==> config.mk <==
export PLATFORM = sky130hd
export DESIGN_NAME = cnorm_shift_ctrl
export DESIGN_NICKNAME = d
export VERILOG_FILES = /design/src/rtl/cnorm_pkg.sv /design/src/rtl/cnorm_headroom.sv /design/src/rtl/cnorm_shift_ctrl.sv
export SDC_FILE = /design/constraint.sdc
export NUM_CORES = 1
export LEC_CHECK = 0
export BUFFER_PORTS_ARGS = -buffer_cell sky130_fd_sc_hd__buf_2
export CORE_ASPECT_RATIO = 0.6
export CORE_MARGIN = 3
export CORE_UTILIZATION = 44
export DETAILED_ROUTE_END_ITERATION = 10
export GPL_TIMING_DRIVEN = 0
export HOLD_SLACK_MARGIN = 0.12
export PLACE_DENSITY = 0.75
export SYNTH_ARGS = -nofsm -noshare
export SYNTH_HDL_FRONTEND = slang
export SYNTH_SLANG_ARGS = --single-unit
==> constraint.sdc <==
create_clock -name CLK -period 2.6 [get_ports CLK]
set_clock_uncertainty 0.05 [all_clocks]
set_input_delay 0.13 -clock CLK [delete_from_list [all_inputs] [get_ports CLK]]
set_output_delay 0.13 -clock CLK [all_outputs]
set_load 0.02 [all_outputs]
==> src/rtl/cnorm_pkg.sv <==
// rtl/cnorm_pkg.sv - shared types, shift codes and headroom function for cnorm_shift_ctrl
package cnorm_pkg;

  localparam int CNORM_FRAME = 64;

  function automatic int cnt_width(input int frame);
    return (frame > 1) ? $clog2(frame) : 1;
  endfunction

  localparam int CNORM_CNT_W = cnt_width(CNORM_FRAME);

  // SHIFT code: number of redundant sign bits CNORM drops before keeping [nb+2:1]
  localparam logic [1:0] SH_NONE      = 2'd0;
  localparam logic [1:0] SH_GUARD_MAX = 2'd2;
  localparam logic [1:0] SH_MAX       = 2'd3;

  typedef enum logic {
    ST_IDLE = 1'b0,
    ST_SCAN = 1'b1
  } scan_state_e;

  // top = sample bits [nb+2:nb-1]; returns how many bits below the sign repeat it
  function automatic logic [1:0] headroom(input logic [3:0] top);
    if (top[3] != top[2]) return 2'd0;
    if (top[2] != top[1]) return 2'd1;
    if (top[1] != top[0]) return 2'd2;
    return SH_MAX;
  endfunction

endpackage

==> src/rtl/cnorm_headroom.sv <==
// rtl/cnorm_headroom.sv - combinational redundant-sign-bit count (0..3) of one nb+3 bit sample
module cnorm_headroom
  import cnorm_pkg::*;
#(
  parameter int nb = 16
) (
  input  logic [nb+2:0] i_sample,
  output logic [1:0]    o_h
);

  logic w_unused;

  assign o_h      = headroom(i_sample[nb+2:nb-1]);
  assign w_unused = ^i_sample[nb-2:0];

endmodule

==> src/rtl/cnorm_shift_ctrl.sv <==
// rtl/cnorm_shift_ctrl.sv - block-floating-point SHIFT scheduler for CNORM (option: CNORM_SAT_GUARD_EN)
module cnorm_shift_ctrl
  import cnorm_pkg::*;
#(
  parameter int nb    = 16,
  parameter int FRAME = CNORM_FRAME,
  parameter int EW    = 6
) (
  input  logic                 CLK,
  input  logic                 RST_N,
  input  logic                 ED,
  input  logic                 CLR,
  input  logic                 START,
  input  logic [nb+2:0]        DR,
  input  logic [nb+2:0]        DI,
  input  logic                 APPLY,
  input  logic                 CN_OVF,
  input  logic                 CN_RDY,
  output logic [1:0]           SHIFT,
  output logic                 CN_START,
  output logic                 RDY,
  output logic signed [EW-1:0] EXP,
  output logic                 OVF,
  output logic                 ERR
);

  localparam int            CW   = cnt_width(FRAME);
  localparam logic [CW-1:0] LAST = CW'(FRAME - 1);

  logic [1:0]    w_hr, w_hi, w_h, w_hmin_nx, w_pend_src, w_shift_eff;
  logic          w_done, w_have, w_cn_start, w_ovf_evt;
  scan_state_e   r_state;
  logic [CW-1:0] r_cnt;
  logic [1:0]    r_hmin, r_pend, r_shift;
  logic          r_rdy, r_cn_start, r_mon, r_ovf, r_err;
  logic [EW-1:0] r_exp;

  cnorm_headroom #(.nb(nb)) u_hr_re (.i_sample(DR), .o_h(w_hr));
  cnorm_headroom #(.nb(nb)) u_hr_im (.i_sample(DI), .o_h(w_hi));

  always_comb begin
    w_h        = (w_hr < w_hi) ? w_hr : w_hi;
    w_hmin_nx  = (w_h < r_hmin) ? w_h : r_hmin;
    w_done     = ED && !START && (r_state == ST_SCAN) && (r_cnt == LAST);
    w_have     = w_done || r_rdy;
    w_pend_src = w_done ? w_hmin_nx : r_pend;
    w_cn_start = r_cn_start && ED;
    // monitor window opens on CN_RDY and closes when the next CN_START goes out
    w_ovf_evt  = ED && CN_OVF && (CN_RDY || (r_mon && !r_cn_start));
  end

`ifdef CNORM_SAT_GUARD_EN
  logic       r_ovf_prev;
  logic [1:0] w_cap;

  always_comb begin
    w_cap       = !w_have ? SH_NONE : ((w_pend_src > SH_GUARD_MAX) ? SH_GUARD_MAX : w_pend_src);
    w_shift_eff = (r_ovf_prev && (w_cap != SH_NONE)) ? (w_cap - 2'd1) : w_cap;
  end

  always_ff @(posedge CLK or negedge RST_N) begin
    if (!RST_N) begin
      r_ovf_prev <= 1'b0;
    end else if (ED) begin
      if (CLR)            r_ovf_prev <= 1'b0;
      else if (APPLY)     r_ovf_prev <= w_ovf_evt;
      else if (w_ovf_evt) r_ovf_prev <= 1'b1;
    end
  end
`else
  assign w_shift_eff = w_have ? w_pend_src : SH_NONE;
`endif

  always_ff @(posedge CLK or negedge RST_N) begin
    if (!RST_N) begin
      r_state    <= ST_IDLE;
      r_cnt      <= '0;
      r_hmin     <= '0;
      r_pend     <= '0;
      r_shift    <= '0;
      r_rdy      <= 1'b0;
      r_cn_start <= 1'b0;
      r_mon      <= 1'b0;
      r_ovf      <= 1'b0;
      r_err      <= 1'b0;
      r_exp      <= '0;
    end else if (ED) begin
      r_cn_start <= 1'b0;
      if (CN_RDY)          r_mon <= 1'b1;
      else if (r_cn_start) r_mon <= 1'b0;
      if (w_ovf_evt)       r_ovf <= 1'b1;

      if (CLR) begin
        r_state <= ST_IDLE;
        r_cnt   <= '0;
        r_hmin  <= '0;
        r_pend  <= '0;
        r_rdy   <= 1'b0;
        r_mon   <= 1'b0;
        r_ovf   <= 1'b0;
        r_err   <= 1'b0;
        r_exp   <= '0;
      end else begin
        if (START) begin
          if (r_state == ST_SCAN) r_err <= 1'b1;
          r_hmin  <= w_h;
          r_cnt   <= CW'(1);
          r_state <= ST_SCAN;
        end else if (r_state == ST_SCAN) begin
          r_hmin <= w_hmin_nx;
          r_cnt  <= r_cnt + CW'(1);
          if (w_done) begin
            r_pend  <= w_hmin_nx;
            r_state <= ST_IDLE;
          end
        end

        if (APPLY) begin
          r_shift    <= w_shift_eff;
          r_cn_start <= 1'b1;
          r_rdy      <= 1'b0;
          r_exp      <= r_exp + EW'(1) - EW'(w_shift_eff);
          if (!w_have) r_err <= 1'b1;
        end else if (w_done) begin
          r_rdy <= 1'b1;
          if (r_rdy) r_err <= 1'b1;
        end
      end
    end
  end

  assign SHIFT    = r_shift;
  assign CN_START = w_cn_start;
  assign RDY      = r_rdy;
  assign EXP      = r_exp;
  assign OVF      = r_ovf;
  assign ERR      = r_err;

endmodule

==> impl_metrics.ini <==
[synthesis]
seq_area_frac_synth_pct = 38.3
syn-cell-area_um2 = 1570
ys_ff_latch = 24
synth-edff-count = 0
synth-async-reset-ratio_pct = 100
yosysWarnings = 0
syn_nets = 235
synth_cell_type_count = 47
avgSynthCellArea_um2 = 8.86
synth_cells = 177
synthFlopType = dfrtp_1

[critical_path]
required_ps = 2710
endpoint_kind = flip-flop
critical_path_class = primary input to flip-flop
cp-start-kind = primary input
crit_fanout = 3
worstPathArrival_ps = 2960

[sta]
hold_viol = 0
drv_slew = 0
setup_viol = 2
slew_headroom_pct = 64.0
fin_ws_ps = -245
holdWs_ps = 151
rsz0062_at_grt = true
period_needed_ps = 2850
min_period_over_period_pct = 109
tightestPinTransition_ps = 539
fmaxAchievable_mhz = 351

[global_routing]
antenna_found_initial = 0
grt_first_pass_wirelength_mm = 6.31
track_usage_pct = 18.3
grt_pass1_vias = 1366
grt_max_degree = 25
overflow = 0

[drt]
dr.pass1.iters = 4
wl_mm = 3.93
drcViolationCount = 0
vias = 1485
viasPerCell = 5.52
wire_per_inst_um = 14.6
drt_iter0_drc = 67
ant_nets = 0

[clock_network]
cts_tree = built
clk_latency_ps = 270
cts_buffers = 3
clock_sinks = 24
htreeDepth = 1
cts_buffer_depth = 2
path_clk_slew_ps = 80
clockRootBuffer = clkbuf_8

[floorplanning]
die_height_um = 52.3
start_util_pct = 46.9
coreArea_um2 = 3340
die-area_um2 = 4340
die_w_um = 83.1
rows = 16
pin_count = 58

[hold_path]
hp-class = primary input to flip-flop

[placement]
io_buffers = 24
placed_cells = 246
place.gp.congestion = 0.833
hpwl_mm = 2.81

[status]
run_status = finished, violations left
violations = negative setup slack

[pwr]
p_per_area_nw_per_um2 = 470
ir_drop_mv = 0.343
cellLeakagePower_nw = 0.949

[final_layout]
fillers = 274
regArea_um2 = 601
area_delta_synth_final_pct = 37.1
antenna_cells = 0
fin_nets = 283
multi_input_area_um2 = 1070
final_cell_mix = dfrtp_1, buf_2, nand2_1
drive_gt1_share_pct = 34.8
layout_commonest_cell = dfrtp_1
final_cells = 269

[run]
cap_viol_max_count = 0
==> report_power, final <==
group          leakage (nW)  internal, mW  switching [mW]
clock network        0.0288         0.136           0.128
logic                 0.599         0.139           0.170
registers             0.320         0.405          0.0339
total                 0.949         0.680           0.332
==> flip-flops by register name, summed over array words and instances, names as in the netlist <==
register	flops
ERR	1
EXP	6
RDY	1
r_hmin	2
r_state	1
r_mon	1
r_cn_start	1
SHIFT	2
r_cnt	6
r_pend	2
OVF	1
==> synth_stat cells, types with 4 or more instances <==
master,instances,share of area (%)
dfrtp_1,24,38
nand2_1,22,5.3
o21ai_0,15,4.8
ha_1,11,8.8
inv_1,11,2.6
nor2_1,11,2.6
a21oi_1,9,2.9
clkbuf_1,6,1.4
nor2b_1,6,2.4
nand3_1,4,1.3
nor3_1,4,1.3
==> critical path: stages <==
cell	delay, ps
buf_6	100
and2_4	160
a21oi_4	190
inv_2	70
ha_4	170
ha_4	160
or2_4	220
o221a_4	240
a21oi_4	170
ha_4	150
ha_4	120
inv_2	30
fa_2	340
nor2b_2	140
o21a_1	240
nor4b_2	70
nor3_1	180
nand2_1	70
==> cell type report <==
cell class | count | share of cell area (%)
Buffer | 8 | 1.51
Clock buffer | 4 | 2.56
Inverter | 11 | 1.92
Multi-Input combinational cell | 134 | 49.9
Sequential cell | 24 | 27.9
Tap cell | 45 | 2.62
Timing Repair Buffer | 43 | 13.6
==> cell families after synthesis <==
logic type               share of synthesized area (%)
adder cells (fa/ha/maj)                           10.0
buffers and inverters                             4.70
multiplexers                                      1.99
XOR/XNOR                                         0.558
AND/OR/NAND/NOR                                   20.3
AO/OA/AOI/OAI                                     24.1
flip-flops                                        38.3
==> per-layer routing <==
metal | vias up | part of all wire, % | GRT usage (%)
met5 | - | 0 | 0
met4 | 0 | 0.69 | 4.08
met3 | 5 | 5.8 | 4.55
met2 | 40 | 43 | 28.6
met1 | 703 | 50 | 25.9
li1 | 737 | - | -
==> final timing paths <==
path,from,end,slack (ps),depth (start not counted)
setup / recovery,DI[17],EXP[5],-250,18
hold / removal,CN_RDY,r_mon,150,3
setup reg to reg,r_cnt[1],EXP[5],-200,16
hold reg to reg,r_pend[0],r_pend[0],440,2
max in group asynchronous,RST_N,r_mon,1820,2
min in group asynchronous,RST_N,EXP[1],310,2
==> per-stage QoR <==
stage / setup TNS, ps / worst slack, ps / area, um^2 / power, mW / utilization (%)
2_1_floorplan: -408 / -273 / 1630 / 0.616 / -
3_3_place_gp: -1540 / -643 / 1800 / 0.690 / 53.9
3_5_place_dp: -1640 / -654 / 1800 / 0.698 / 53.9
4_1_cts: -452 / -282 / 1960 / 0.970 / 58.6
5_1_grt: -818 / -427 / 2150 / 1.07 / 64.3
6_report: -436 / -245 / 2150 / 1.01 / 64.3
==> what timing repair did <==
action                                  4_1_cts  5_1_grt
endpoints found under the setup margin        4        4
setup buffers                                 5       12
hold buffers                                  2        0
resized for setup                             9       20
endpoints found under the hold margin        25        0
pin swaps                                     9       19
Note: power is estimated with default switching activity, not from simulation.
